File: config.mk
export PLATFORM = sky130hd
export DESIGN_NAME = uart_cfg
export DESIGN_NICKNAME = d
export VERILOG_FILES = /design/src/rtl/uart_cfg.sv
export SDC_FILE = /design/constraint.sdc
export NUM_CORES = 1
export LEC_CHECK = 0
export ABC_AREA = 1
export ABC_CLOCK_PERIOD_IN_PS = 3400
export BUFFER_PORTS_ARGS = -buffer_cell sky130_fd_sc_hd__buf_4
export CORE_MARGIN = 2
export CORE_UTILIZATION = 24
export CTS_CLUSTER_SIZE = 25
export DETAILED_ROUTE_END_ITERATION = 6
export GPL_TIMING_DRIVEN = 1
export PLACE_DENSITY = 0.4
export SETUP_SLACK_MARGIN = 0.3
export SYNTH_ARGS = -nofsm -noshare
export SYNTH_HDL_FRONTEND = slang
export SYNTH_SLANG_ARGS = --single-unit
File: constraint.sdc
create_clock -name clk -period 3.4 [get_ports clk]
set_input_delay 0.34 -clock clk [delete_from_list [all_inputs] [get_ports clk]]
set_output_delay 0.34 -clock clk [all_outputs]
set_load 0.01 [all_outputs]
File: src/rtl/uart_cfg.sv
// uart_cfg: configurable UART (parity, 1/2 stop bits, internal loopback) with shared oversampling baud generator
module uart_cfg #(
    parameter int DBIT    = 8,
    parameter int SB_TICK = 16
) (
    input  logic            clk,
    input  logic            rst,
    input  logic [10:0]     dvsr,
    input  logic            cfg_par_en,
    input  logic            cfg_par_odd,
    input  logic            cfg_stop2,
    input  logic            cfg_loopback,
    input  logic [DBIT-1:0] din,
    input  logic            tx_start,
    input  logic            rx,
    output logic            tx,
    output logic            tx_busy,
    output logic            rx_busy,
    output logic            tx_done_tick,
    output logic            rx_done_tick,
    output logic [DBIT-1:0] dout,
    output logic            parity_err,
    output logic            frame_err
);
    typedef enum logic [2:0] {IDLE, START, DATA, PARITY, STOP} state_t;
    localparam logic [4:0] LAST  = 5'(SB_TICK - 1);
    localparam logic [4:0] HALF  = 5'(SB_TICK / 2 - 1);
    localparam logic [3:0] NLAST = 4'(DBIT - 1);
    logic [10:0] cnt, dvsr_q;
    logic s_tick;
    state_t tx_state, rx_state;
    logic [4:0] tx_s, rx_s;
    logic [3:0] tx_n, rx_n;
    logic [DBIT-1:0] tx_b, rx_b;
    logic tx_q, tx_par, tx_pe, tx_st2, tx_end;
    logic sync1, sync2, rx_in, rx_end, rx_par, rx_stop0, rx_pe, rx_odd, rx_st2;
    // divisor is re-latched only at wrap so a mid-period change cannot stretch the current tick
    assign s_tick = cnt == dvsr_q;
    always_ff @(posedge clk) begin
        if (rst) begin
            cnt    <= '0;
            dvsr_q <= dvsr;
        end else if (s_tick) begin
            cnt    <= '0;
            dvsr_q <= dvsr;
        end else begin
            cnt <= cnt + 11'd1;
        end
    end
    assign tx_end  = s_tick && tx_s == LAST;
    assign tx_busy = tx_state != IDLE;
    assign tx      = cfg_loopback | tx_q;
    always_ff @(posedge clk) begin
        if (rst) begin
            tx_state     <= IDLE;
            tx_s         <= '0;
            tx_n         <= '0;
            tx_b         <= '0;
            tx_q         <= 1'b1;
            tx_par       <= 1'b0;
            tx_pe        <= 1'b0;
            tx_st2       <= 1'b0;
            tx_done_tick <= 1'b0;
        end else begin
            tx_done_tick <= 1'b0;
            if (s_tick) tx_s <= tx_end ? '0 : tx_s + 5'd1;
            case (tx_state)
                IDLE: if (tx_start) begin
                    tx_state <= START;
                    tx_s     <= '0;
                    tx_b     <= din;
                    tx_q     <= 1'b0;
                    tx_par   <= ^din ^ cfg_par_odd;
                    tx_pe    <= cfg_par_en;
                    tx_st2   <= cfg_stop2;
                end
                START: if (tx_end) begin
                    tx_state <= DATA;
                    tx_n     <= '0;
                    tx_q     <= tx_b[0];
                end
                DATA: if (tx_end) begin
                    tx_b <= tx_b >> 1;
                    tx_n <= tx_n + 4'd1;
                    tx_q <= tx_b[1];
                    if (tx_n == NLAST) begin
                        tx_n     <= '0;
                        tx_state <= tx_pe ? PARITY : STOP;
                        tx_q     <= tx_pe ? tx_par : 1'b1;
                    end
                end
                PARITY: if (tx_end) begin
                    tx_state <= STOP;
                    tx_q     <= 1'b1;
                end
                STOP: if (tx_end) begin
                    if (tx_st2 && tx_n == 4'd0) begin
                        tx_n <= 4'd1;
                    end else begin
                        tx_state     <= IDLE;
                        tx_done_tick <= 1'b1;
                    end
                end
                default: tx_state <= IDLE;
            endcase
        end
    end
    always_ff @(posedge clk) begin
        if (rst) begin
            sync1 <= 1'b1;
            sync2 <= 1'b1;
        end else begin
            sync1 <= rx;
            sync2 <= sync1;
        end
    end
    assign rx_in   = cfg_loopback ? tx_q : sync2;
    assign rx_end  = s_tick && rx_s == LAST;
    assign rx_busy = rx_state != IDLE;
    always_ff @(posedge clk) begin
        if (rst) begin
            rx_state     <= IDLE;
            rx_s         <= '0;
            rx_n         <= '0;
            rx_b         <= '0;
            rx_par       <= 1'b0;
            rx_stop0     <= 1'b1;
            rx_pe        <= 1'b0;
            rx_odd       <= 1'b0;
            rx_st2       <= 1'b0;
            rx_done_tick <= 1'b0;
            dout         <= '0;
            parity_err   <= 1'b0;
            frame_err    <= 1'b0;
        end else begin
            rx_done_tick <= 1'b0;
            if (s_tick) rx_s <= rx_end ? '0 : rx_s + 5'd1;
            case (rx_state)
                IDLE: if (!rx_in) begin
                    rx_state <= START;
                    rx_s     <= '0;
                    rx_pe    <= cfg_par_en;
                    rx_odd   <= cfg_par_odd;
                    rx_st2   <= cfg_stop2;
                end
                // mid-start resample; a high here means the low was a glitch
                START: if (s_tick && rx_s == HALF) begin
                    rx_s     <= '0;
                    rx_n     <= '0;
                    rx_state <= rx_in ? IDLE : DATA;
                end
                DATA: if (rx_end) begin
                    rx_b <= {rx_in, rx_b[DBIT-1:1]};
                    rx_n <= rx_n + 4'd1;
                    if (rx_n == NLAST) begin
                        rx_n     <= '0;
                        rx_state <= rx_pe ? PARITY : STOP;
                    end
                end
                PARITY: if (rx_end) begin
                    rx_par   <= rx_in;
                    rx_state <= STOP;
                end
                STOP: if (rx_end) begin
                    rx_stop0 <= rx_in;
                    if (rx_st2 && rx_n == 4'd0) begin
                        rx_n <= 4'd1;
                    end else begin
                        rx_state     <= IDLE;
                        rx_done_tick <= 1'b1;
                        dout         <= rx_b;
                        parity_err   <= rx_pe && (rx_par != (^rx_b ^ rx_odd));
                        frame_err    <= !(rx_st2 ? rx_stop0 : rx_in);
                    end
                end
                default: rx_state <= IDLE;
            endcase
        end
    end
endmodule

==> flow_summary.json, run 1 <==
{
  "critPathLaunchType": "register",
  "drv_cap": 0,
  "crit_path_frequent_cell": "nand2_1",
  "synth_cells": 560,
  "yosysUniqueCellTypes": 40,
  "num_vias": 3559,
  "drc": 0,
  "rsz0062_at_grt": "false",
  "ys_ff_latch": 85,
  "grt_usage_pct": 11.17,
  "grt_pass1_wl_mm": 16.21,
  "wire_per_inst_um": 11.57,
  "cp_max_fo": 22,
  "grt_use_met3_pct": 2.058,
  "antennaDiodeCount": 0,
  "io_buffers": 41,
  "met1_usage_pct": 14.70,
  "crit_path_top_delay_cell": "nand2_1",
  "path_class": "reg -> reg",
  "grt_pass1_vias": 3435,
  "period_minus_slack_ns": 2.165,
  "cts.clk_slew.worst_paths_ns": 0.07,
  "crit_arrival_ns": 2.14,
  "syn_nets": 595,
  "fp.coreArea_um2": 17120,
  "area_delta_synth_final_pct": 20.23,
  "io_pins": 42,
  "yosys_warnings": 0,
  "numCtsBuffers": 9,
  "grt_max_degree": 38,
  "tightestPinTransition_ns": 0.8546,
  "p_leak_uw": 0.002083,
  "gp_congestion": 0.7733,
  "hold_viol_final": 0,
  "final_layout_size_suffix_gt1_share_pct": 14.69,
  "placement.cell_area_um2": 4688,
  "synthFlopType": "dfxtp_1",
  "fin_skew_ns": 0.01094,
  "fp.dieW_um": 135.6,
  "ir_worst_vdd_mv": 0.2382,
  "tns_ns": 0,
  "clk_latency_ns": 0.35,
  "whs_path_depth": 2,
  "clockBufferDepth": 2,
  "synth_edf_count": 11,
  "rows": 48,
  "cts.repair.resized": 0,
  "power.density_nw_per_um2": 602.7,
  "dpl.hpwl_mm": 6.941,
  "final_area_um2": 4997,
  "dieArea_um2": 18390,
  "slew_viol_final": 0,
  "grt_overflow": 0,
  "die_y_um": 135.6,
  "cts_tree": "done",
  "cpPeakStageDelay_ns": 0.67,
  "fin_nets": 636,
  "synth.area.top_cells": "dfxtp_1, nand2_1, edfxtp_1",
  "synth.avg_cell_area_um2": 7.422,
  "antenna_found_initial": 0,
  "cts_setup_buffers": 0,
  "cts-root-buf": "clkbuf_16",
  "synth_area_um2": 4156,
  "yosys.area.top_type": "dfxtp_1",
  "finalWirelength_mm": 9.613,
  "reg2regPathDepth": 8,
  "ys_seq_area_share_pct": 43.59,
  "via_per_inst": 4.283,
  "setup_viol": 0,
  "required_ns": 3.37,
  "hp-class": "in -> reg",
  "cp_cell_sequence": "inv_2 -> nand2_1 -> nand2_1 -> nor2_1 -> nand2_1 -> nor2_4 -> nand2_2 -> nand2_1",
  "antenna_left": 0,
  "yosys-top-cells-count": "nand2_1, nor2_1, dfxtp_1",
  "relSlewSlack_pct": 42.89,
  "grt_use_met2_pct": 17.54,
  "end_kind": "register",
  "fmax_mhz": 461.8,
  "grt_busiest_layer": "met2",
  "start_util_pct": 24.28,
  "status": "completed",
  "synth_top_area_share_pct": 35.64,
  "drt-pass1-iter-count": 5,
  "cts_hold_buf": 0,
  "period_share_pct": 63.69,
  "cts_sinks": 85,
  "drtIter0Drc": 212,
  "yosysMostFrequentCell": "nand2_1",
  "postSynth.asyncResetShare_pct": 0,
  "htree_levels": 3
}
-- metal layers --
layer	vias up	share of wire, %
li1	1881	-
met1	1627	51
met2	40	44
met3	11	2.5
met4	0	2.2
met5	-	0
-- cell type report --
type                            count  area [um2]
Inverter                           67       251.5
Multi-Input combinational cell    396        2028
Clock inverter                      6       70.07
Clock buffer                       10       239.0
Timing Repair Buffer               42       315.3
Fill cell                        1869       12120
Tap cell                          225       281.5
Sequential cell                    85        1812
-- path summary, 6_finish.rpt --
path                            slack, ns   start        end
worst max-delay path                 1.23  cnt[4]  dvsr_q[4]
worst min-delay path                 0.17      rx      sync1
worst max register to register       1.23  cnt[4]  dvsr_q[4]
worst min register to register       0.41   sync1      sync2
-- power by group --
group	leakage, uW	switching [uW]	internal, uW
Clock	0.000155	436	596
Sequential	0.000709	76.6	1130
Combinational	0.00122	506	269
-- logic make-up after synthesis --
logic type,count (synthesis),share of synthesized area [%]
compound gates,90,11.68
buf+inv,79,7.616
xor+xnor,27,5.689
fa+ha+maj,8,2.408
simple gates,269,28.54
flops,85,43.59
mux,2,0.4817
-- registers in the layout, summed over array words and instances (netlist names), 3 cells and up --
name / flops
tx_b: 8
cnt: 11
rx_s: 5
tx_s: 5
tx_state: 3
dvsr_q: 11
rx_state: 3
tx_n: 4
dout: 8
rx_n: 4
rx_b: 8
-- layout by cell type (no fill, tap or decap), types with 2 or more instances in the layout --
master and count:
nand2_1 119, nor2_1 84, dfxtp_1 74, inv_1 59, o21ai_0 45, buf_4 42, a21oi_1 33, nand3_1 25
xnor2_1 15, xor2_1 12, edfxtp_1 11, nor3_1 9, clkbuf_16 9, inv_2 8, nand4_1 8, ha_1 8
or2_2 5, nor3b_1 4, nor2_4 3, nand2_2 3, nor2_2 3, nand3_4 2, o21ai_2 2, o21a_1 2
mux2i_1 2, clkinv_4 2
-- critical path, delay by kind of cell (launching register included) --
family | cells | cell delay (ns)
AND/OR/NAND/NOR | 7 | 1.33
flip-flops | 1 | 0.39
buffers and inverters | 1 | 0.08
-- through the flow --
step	utilization [%]	total power, uW	cells	hold slack [ns]	worst slack, ns
floorplan	-	1794	560	0.3895	1.686
global placement	27.39	1992	815	0.3967	1.249
detailed placement	27.39	2002	815	0.4003	1.160
CTS	29.20	3053	831	0.1543	1.161
global route	29.20	3226	831	0.1577	1.012
finish	29.20	3012	831	0.1679	1.235
Power figures use the tool's default switching activity.
==> inputs of run 2 (changes only) <==
Settings changed: ABC_CLOCK_PERIOD_IN_PS 3400 to 2210.
Clock period 3.4 ns to 2.21 ns, I/O delays scaled along.
==> run 2 against run 1 <==
  * Global-route usage down 0.32 points
  * Sequential share of layout area down 1.4 points
  * Via count up 0.70%
  * Combinational power grew 64%
  * First-iteration DRC count is 26% lower
  * Core utilization is 1.3 points higher
  * Hold slack lost 0.12 ns
  * Wire length grew 0.17%
  * Register-to-register slack worse by 0.87 ns
  * Non-clock buffer count rose by 13
  * Flip-flop and latch count is the same
==> flow_summary.json, run 2 (synthesis gave the netlist of run 1 again) <==
{
  "final_cell_mix": "nand2_1, nor2_1, dfxtp_1",
  "fmax_mhz": 541.4,
  "hp-class": "in -> reg",
  "io_pins": 42,
  "cp_max_fo": 8,
  "area_delta_synth_final_pct": 25.65,
  "cp_cell_sequence": "nand2_1 -> nand2_1 -> nor2_1 -> nand2_1 -> nor2_4 -> nand3_4 -> buf_4 -> a21oi_1 -> nand2_1 -> nand2_1 -> nand3_1",
  "relSlewSlack_pct": 76.33,
  "cpPeakStageDelay_ns": 0.41,
  "ir_worst_vdd_mv": 0.4310,
  "grt_pass1_vias": 3323,
  "dpl.hpwl_mm": 7.003,
  "gp_congestion": 0.7923,
  "nFillCells": 1889,
  "fin_skew_ns": 0.008979,
  "final-seq-area_um2": 1822,
  "drt-pass1-iter-count": 4,
  "grt_overflow": 0,
  "num_vias": 3584,
  "multi_input_area_um2": 2097,
  "post-route-util_pct": 30.51,
  "required_ns": 2.44,
  "slew_viol_final": 0,
  "final_common_cell": "nand2_1",
  "via_per_inst": 4.246,
  "tightestPinTransition_ns": 0.3513,
  "grt_max_degree": 27,
  "dieArea_um2": 18390,
  "start_util_pct": 24.28,
  "end_kind": "register",
  "hold_viol_final": 0,
  "htree_levels": 3,
  "antennaDiodeCount": 0,
  "fin_ws_ns": 0.3630,
  "crit_path_top_delay_cell": "edfxtp_1",
  "antenna_left": 0,
  "p_total_uw": 4689,
  "path_class": "reg -> reg",
  "numCtsBuffers": 9,
  "cts_tree": "done",
  "status": "completed",
  "setup_viol": 0,
  "cts.clk_slew.worst_paths_ns": 0.06,
  "drc": 0,
  "cpLargestDelayFamily": "simple AND/OR/NAND/NOR gates",
  "fin_nets": 649,
  "cts-root-buf": "clkbuf_16",
  "cts_hold_buf": 0,
  "pre_cts_ws_ns": 0.1994,
  "io_buffers": 41,
  "drtIter0Drc": 156,
  "cts_sinks": 85,
  "critPathLaunchType": "register",
  "fp.coreArea_um2": 17120,
  "crit_buf_inv": 1,
  "clk_latency_ns": 0.35,
  "power.density_nw_per_um2": 897.9,
  "top_regs": "cnt (11), dvsr_q (11)",
  "final_layout_size_suffix_gt1_share_pct": 18.74,
  "clockBufferDepth": 2,
  "period_minus_slack_ns": 1.847,
  "crit_arrival_ns": 2.07,
  "rows": 48,
  "drv_cap": 0,
  "antenna_found_initial": 0,
  "grt_pass1_wl_mm": 15.67,
  "fp.dieW_um": 135.6,
  "p_leak_uw": 0.002175,
  "finalWirelength_mm": 9.629,
  "rsz0062_at_grt": "true",
  "die_y_um": 135.6,
  "grt_usage_pct": 10.85,
  "period_share_pct": 83.57,
  "crit_path_frequent_cell": "nand2_1",
  "tns_ns": 0,
  "wire_per_inst_um": 11.41
}
run 2: cell types whose count changed in the layout (fill, tap and decap cells not counted), moves of 2 or more:
cell       delta
clkbuf_16     +2
dfxtp_2       +2
nand2_2       +3
dfxtp_4       +2
buf_4        +11
nor2_1        -2
dfxtp_1       -4
o21ai_4       +2
inv_1         -3
buf_12        +2
o21ai_1       +3
nand2_1       -3
inv_6         +2
o21ai_0       -4
run 2: final timing paths:
kind	start	depth (start not counted)	slack, ns	end
worst min-delay path	dvsr[7]	1	0.05	dvsr_q[7]
worst min register to register	sync1	1	0.41	sync2
worst max-delay path	dvsr_q[1]	11	0.36	tx_q
worst max register to register	dvsr_q[1]	11	0.36	tx_q
run 2: through the flow:
step                      hold WS (ns)  instances  area [um2]
after floorplan                 0.3199        560        4156
after global placement          0.3962        822        4753
after detailed placement        0.3980        822        4753
after CTS                      0.03554        838        5075
after global routing           0.03819        844        5223
final                          0.05126        844        5223
run 2: layout make-up:
class                      instances  share of cell area, %
clock buffer                      13                  5.606
clock inverter                     3                 0.4312
inverter                          67                  5.151
multi-input combinational        396                  40.15
sequential                        85                  34.88
tap                              225                  5.391
timing repair buffer              55                  8.385
run 2: where the power goes:
group	switching, uW	leakage, uW	internal [uW]	total [uW]
Combinational	797	0.00131	469	1270
Clock	635	0.000156	934	1570
Sequential	117	0.000712	1740	1850
run 2: metal layers:
metal	wire, um	part of all wire [%]	GRT usage [%]
met3	306	3.2	2.132
met1	4796	50	14.33
met2	4287	45	16.58
met4	240	2.5	6.019
met5	0	0	0
run 2: timing repair:
item	in CTS	in global routing
pin swaps	0	10
hold endpoints to repair	0	0
setup buffers	0	6
gates resized for setup	3	32
setup endpoints to repair	11	58
==> inputs of run 3 (changes only) <==
Settings changed: ABC_CLOCK_PERIOD_IN_PS 2210 to 1900.
Clock period 2.21 ns to 1.9 ns, I/O delays scaled along.
==> run 3 against run 2 <==
  * Sequential power grew 17%
  * Worst setup slack got worse by 0.25 ns
  * Die area unchanged
  * Design area up 5.6%
  * Register-to-register slack got worse by 0.25 ns
  * First-iteration DRC count grew 35%
  * Critical path depth down 2
  * Non-clock buffer count grew 21
  * Via count up 3.1%
  * Global-route usage grew 0.68 points
  * Maximum frequency up 3.2%
  * Hold slack worse by 0.029 ns
==> flow_summary.json, run 3 (synthesis gave the netlist of run 1 again) <==
{
  "fp.coreArea_um2": 17120,
  "sequentialPowerShare_pct": 39.4,
  "cpLargestDelayFamily": "simple AND/OR/NAND/NOR gates",
  "end_kind": "register",
  "clk_latency_ns": 0.35,
  "drc": 0,
  "status": "completed",
  "numCtsBuffers": 9,
  "path_class": "reg -> reg",
  "critPathLaunchType": "register",
  "fin_ws_ns": 0.1112,
  "hold_start": "dvsr[3]",
  "grt_pass1_wl_mm": 16.78,
  "min_to": "dvsr_q[3]",
  "fmax_mhz": 559.0,
  "finish.cell_count_without_fillers": 866,
  "power.density_nw_per_um2": 997.6,
  "switchingPower_uw": 1930,
  "antenna_left": 0,
  "crit_path_frequent_cell": "nand2_1",
  "finalWirelength_mm": 10.26,
  "drtIter0Drc": 211,
  "period_minus_slack_ns": 1.789,
  "cts.clk_slew.worst_paths_ns": 0.06,
  "top_regs": "cnt (11), dvsr_q (11)",
  "hold_viol_final": 0,
  "wire_per_inst_um": 11.85,
  "slew_viol_final": 0,
  "grt_overflow": 0,
  "clkPwrFrac_pct": 30.5,
  "final_common_cell": "nand2_1",
  "grt_usage_pct": 11.53,
  "cts_sinks": 85,
  "r2r_start": "dvsr_q[4]",
  "p_leak_uw": 0.002307,
  "cts_tree": "done",
  "cellInternalPower_uw": 3573,
  "die_y_um": 135.6,
  "fp.dieW_um": 135.6,
  "hp-class": "in -> reg",
  "ir_worst_vdd_mv": 0.5178,
  "cp_cell_sequence": "nand2_1 -> nand2_1 -> nor2_1 -> nand2_1 -> nor2_4 -> buf_4 -> nand2_2 -> nand2_4 -> clkbuf_16",
  "start_util_pct": 24.28,
  "reg2regPathDepth": 9,
  "dpl.hpwl_mm": 7.215,
  "cp_max_fo": 11,
  "final_layout_size_suffix_gt1_share_pct": 26.52,
  "tightestPinTransition_ns": 0.5065,
  "htree_levels": 3,
  "grt_max_degree": 23,
  "startpoint": "dvsr_q[4]",
  "cpPeakStageDelay_ns": 0.41,
  "antenna_found_initial": 0,
  "whs_path_depth": 1,
  "antennaDiodeCount": 0,
  "pre_cts_ws_ns": -0.007147,
  "p_total_uw": 5503,
  "grt_pass1_vias": 3514,
  "setup_viol": 0,
  "dp_cells": 827,
  "io_pins": 42,
  "period_share_pct": 94.15,
  "rows": 48,
  "area_delta_synth_final_pct": 32.72,
  "io_buffers": 41,
  "gp_congestion": 0.7861,
  "clockBufferDepth": 2,
  "crit_buf_inv": 2,
  "crit_arrival_ns": 1.85,
  "pwr-share-comb_pct": 30.1,
  "cts_hold_buf": 0,
  "via_per_inst": 4.267,
  "rrSetupSlack_ns": 0.11,
  "rr_endpoint": "dvsr_q[1]",
  "required_ns": 1.96,
  "cts-root-buf": "clkbuf_16",
  "fin_skew_ns": 0.01119,
  "drv_cap": 0,
  "fin_nets": 671,
  "drt-pass1-iter-count": 4,
  "relSlewSlack_pct": 65.97,
  "tns_ns": 0,
  "dieArea_um2": 18390,
  "crit_path_top_delay_cell": "edfxtp_1",
  "final_cell_mix": "nand2_1, nor2_1, dfxtp_1",
  "rsz0062_at_grt": "true",
  "num_vias": 3695,
  "swShare_pct": 35.07
}
==> run 3: changes by cell type in the layout (fill, tap and decap cells not counted), moves of 4 or more <==
cell | previous run | this run
buf_4 | 53 | 68
o21ai_0 | 41 | 30
nor2_1 | 82 | 73
nand3_1 | 25 | 18
nand3_2 | 0 | 7
nor2_2 | 4 | 11
o21ai_1 | 4 | 11
inv_4 | 0 | 5
nand2_1 | 116 | 111
o21ai_2 | 1 | 6
buf_6 | 0 | 4
nand2_4 | 0 | 4
==> run 3: timing repair <==
| item | CTS | global route |
|---|---|---|
| hold endpoints to repair | 0 | 0 |
| setup endpoints to repair | 64 | 78 |
| pin swaps | 9 | 29 |
| gates cloned | 0 | 2 |
| gates resized for setup | 28 | 58 |
| setup buffers | 6 | 15 |
==> run 3: power groups by stage <==
stage	clock network, uW	registers (uW)	logic (uW)
after CTS	1750	2160	1520
after detailed placement	0	2200	1430
final	1680	2170	1660
after global routing	1840	2200	1890
after global placement	0	2200	1420
after floorplan	0	2150	1060
==> run 3: worst max-delay path by stage <==
stage	slack (ns)	depth (start not counted)	endpoint
finish	0.11	9	dvsr_q[1]
global route	-0.08	14	rx_n[1]
CTS	0.11	9	dvsr_q[7]
detailed placement	-0.007	12	dout[0]
global placement	0.04	12	dout[5]
floorplan	0.29	11	tx_b[1]
==> run 3: metrics by stage <==
step	utilization, %	hold slack (ns)	instance area, um2
after CTS	30.36	0.006142	5196
after global placement	28.02	0.3681	4796
after global routing	32.23	0.007109	5517
after floorplan	-	0.2889	4168
after detailed placement	28.02	0.3695	4796
final	32.23	0.02182	5517
==> run 3: routing by layer <==
layer	global-route usage [%]	share of wire, %
met4	5.556	1.9
met1	15.44	51
met2	17.90	44
met3	2.058	3.0
met5	0	0
==> run 3: layout make-up <==
class | instances | area, um2
clock inverters | 5 | 33.78
repair buffers | 76 | 635.6
well taps | 225 | 281.5
multi-input cells | 397 | 2227
fillers | 1825 | 11600
clock buffers | 11 | 242.7
flip-flops and latches | 85 | 1824
inverters | 67 | 271.5
==> run 3: worst register-to-register path, cell delays in order (launching register included) <==
cell and delay, ns:
edfxtp_1 0.41, nand2_1 0.08, nand2_1 0.05, nor2_1 0.11
nand2_1 0.11, nor2_4 0.22, buf_4 0.16, nand2_2 0.09
nand2_4 0.11, clkbuf_16 0.17
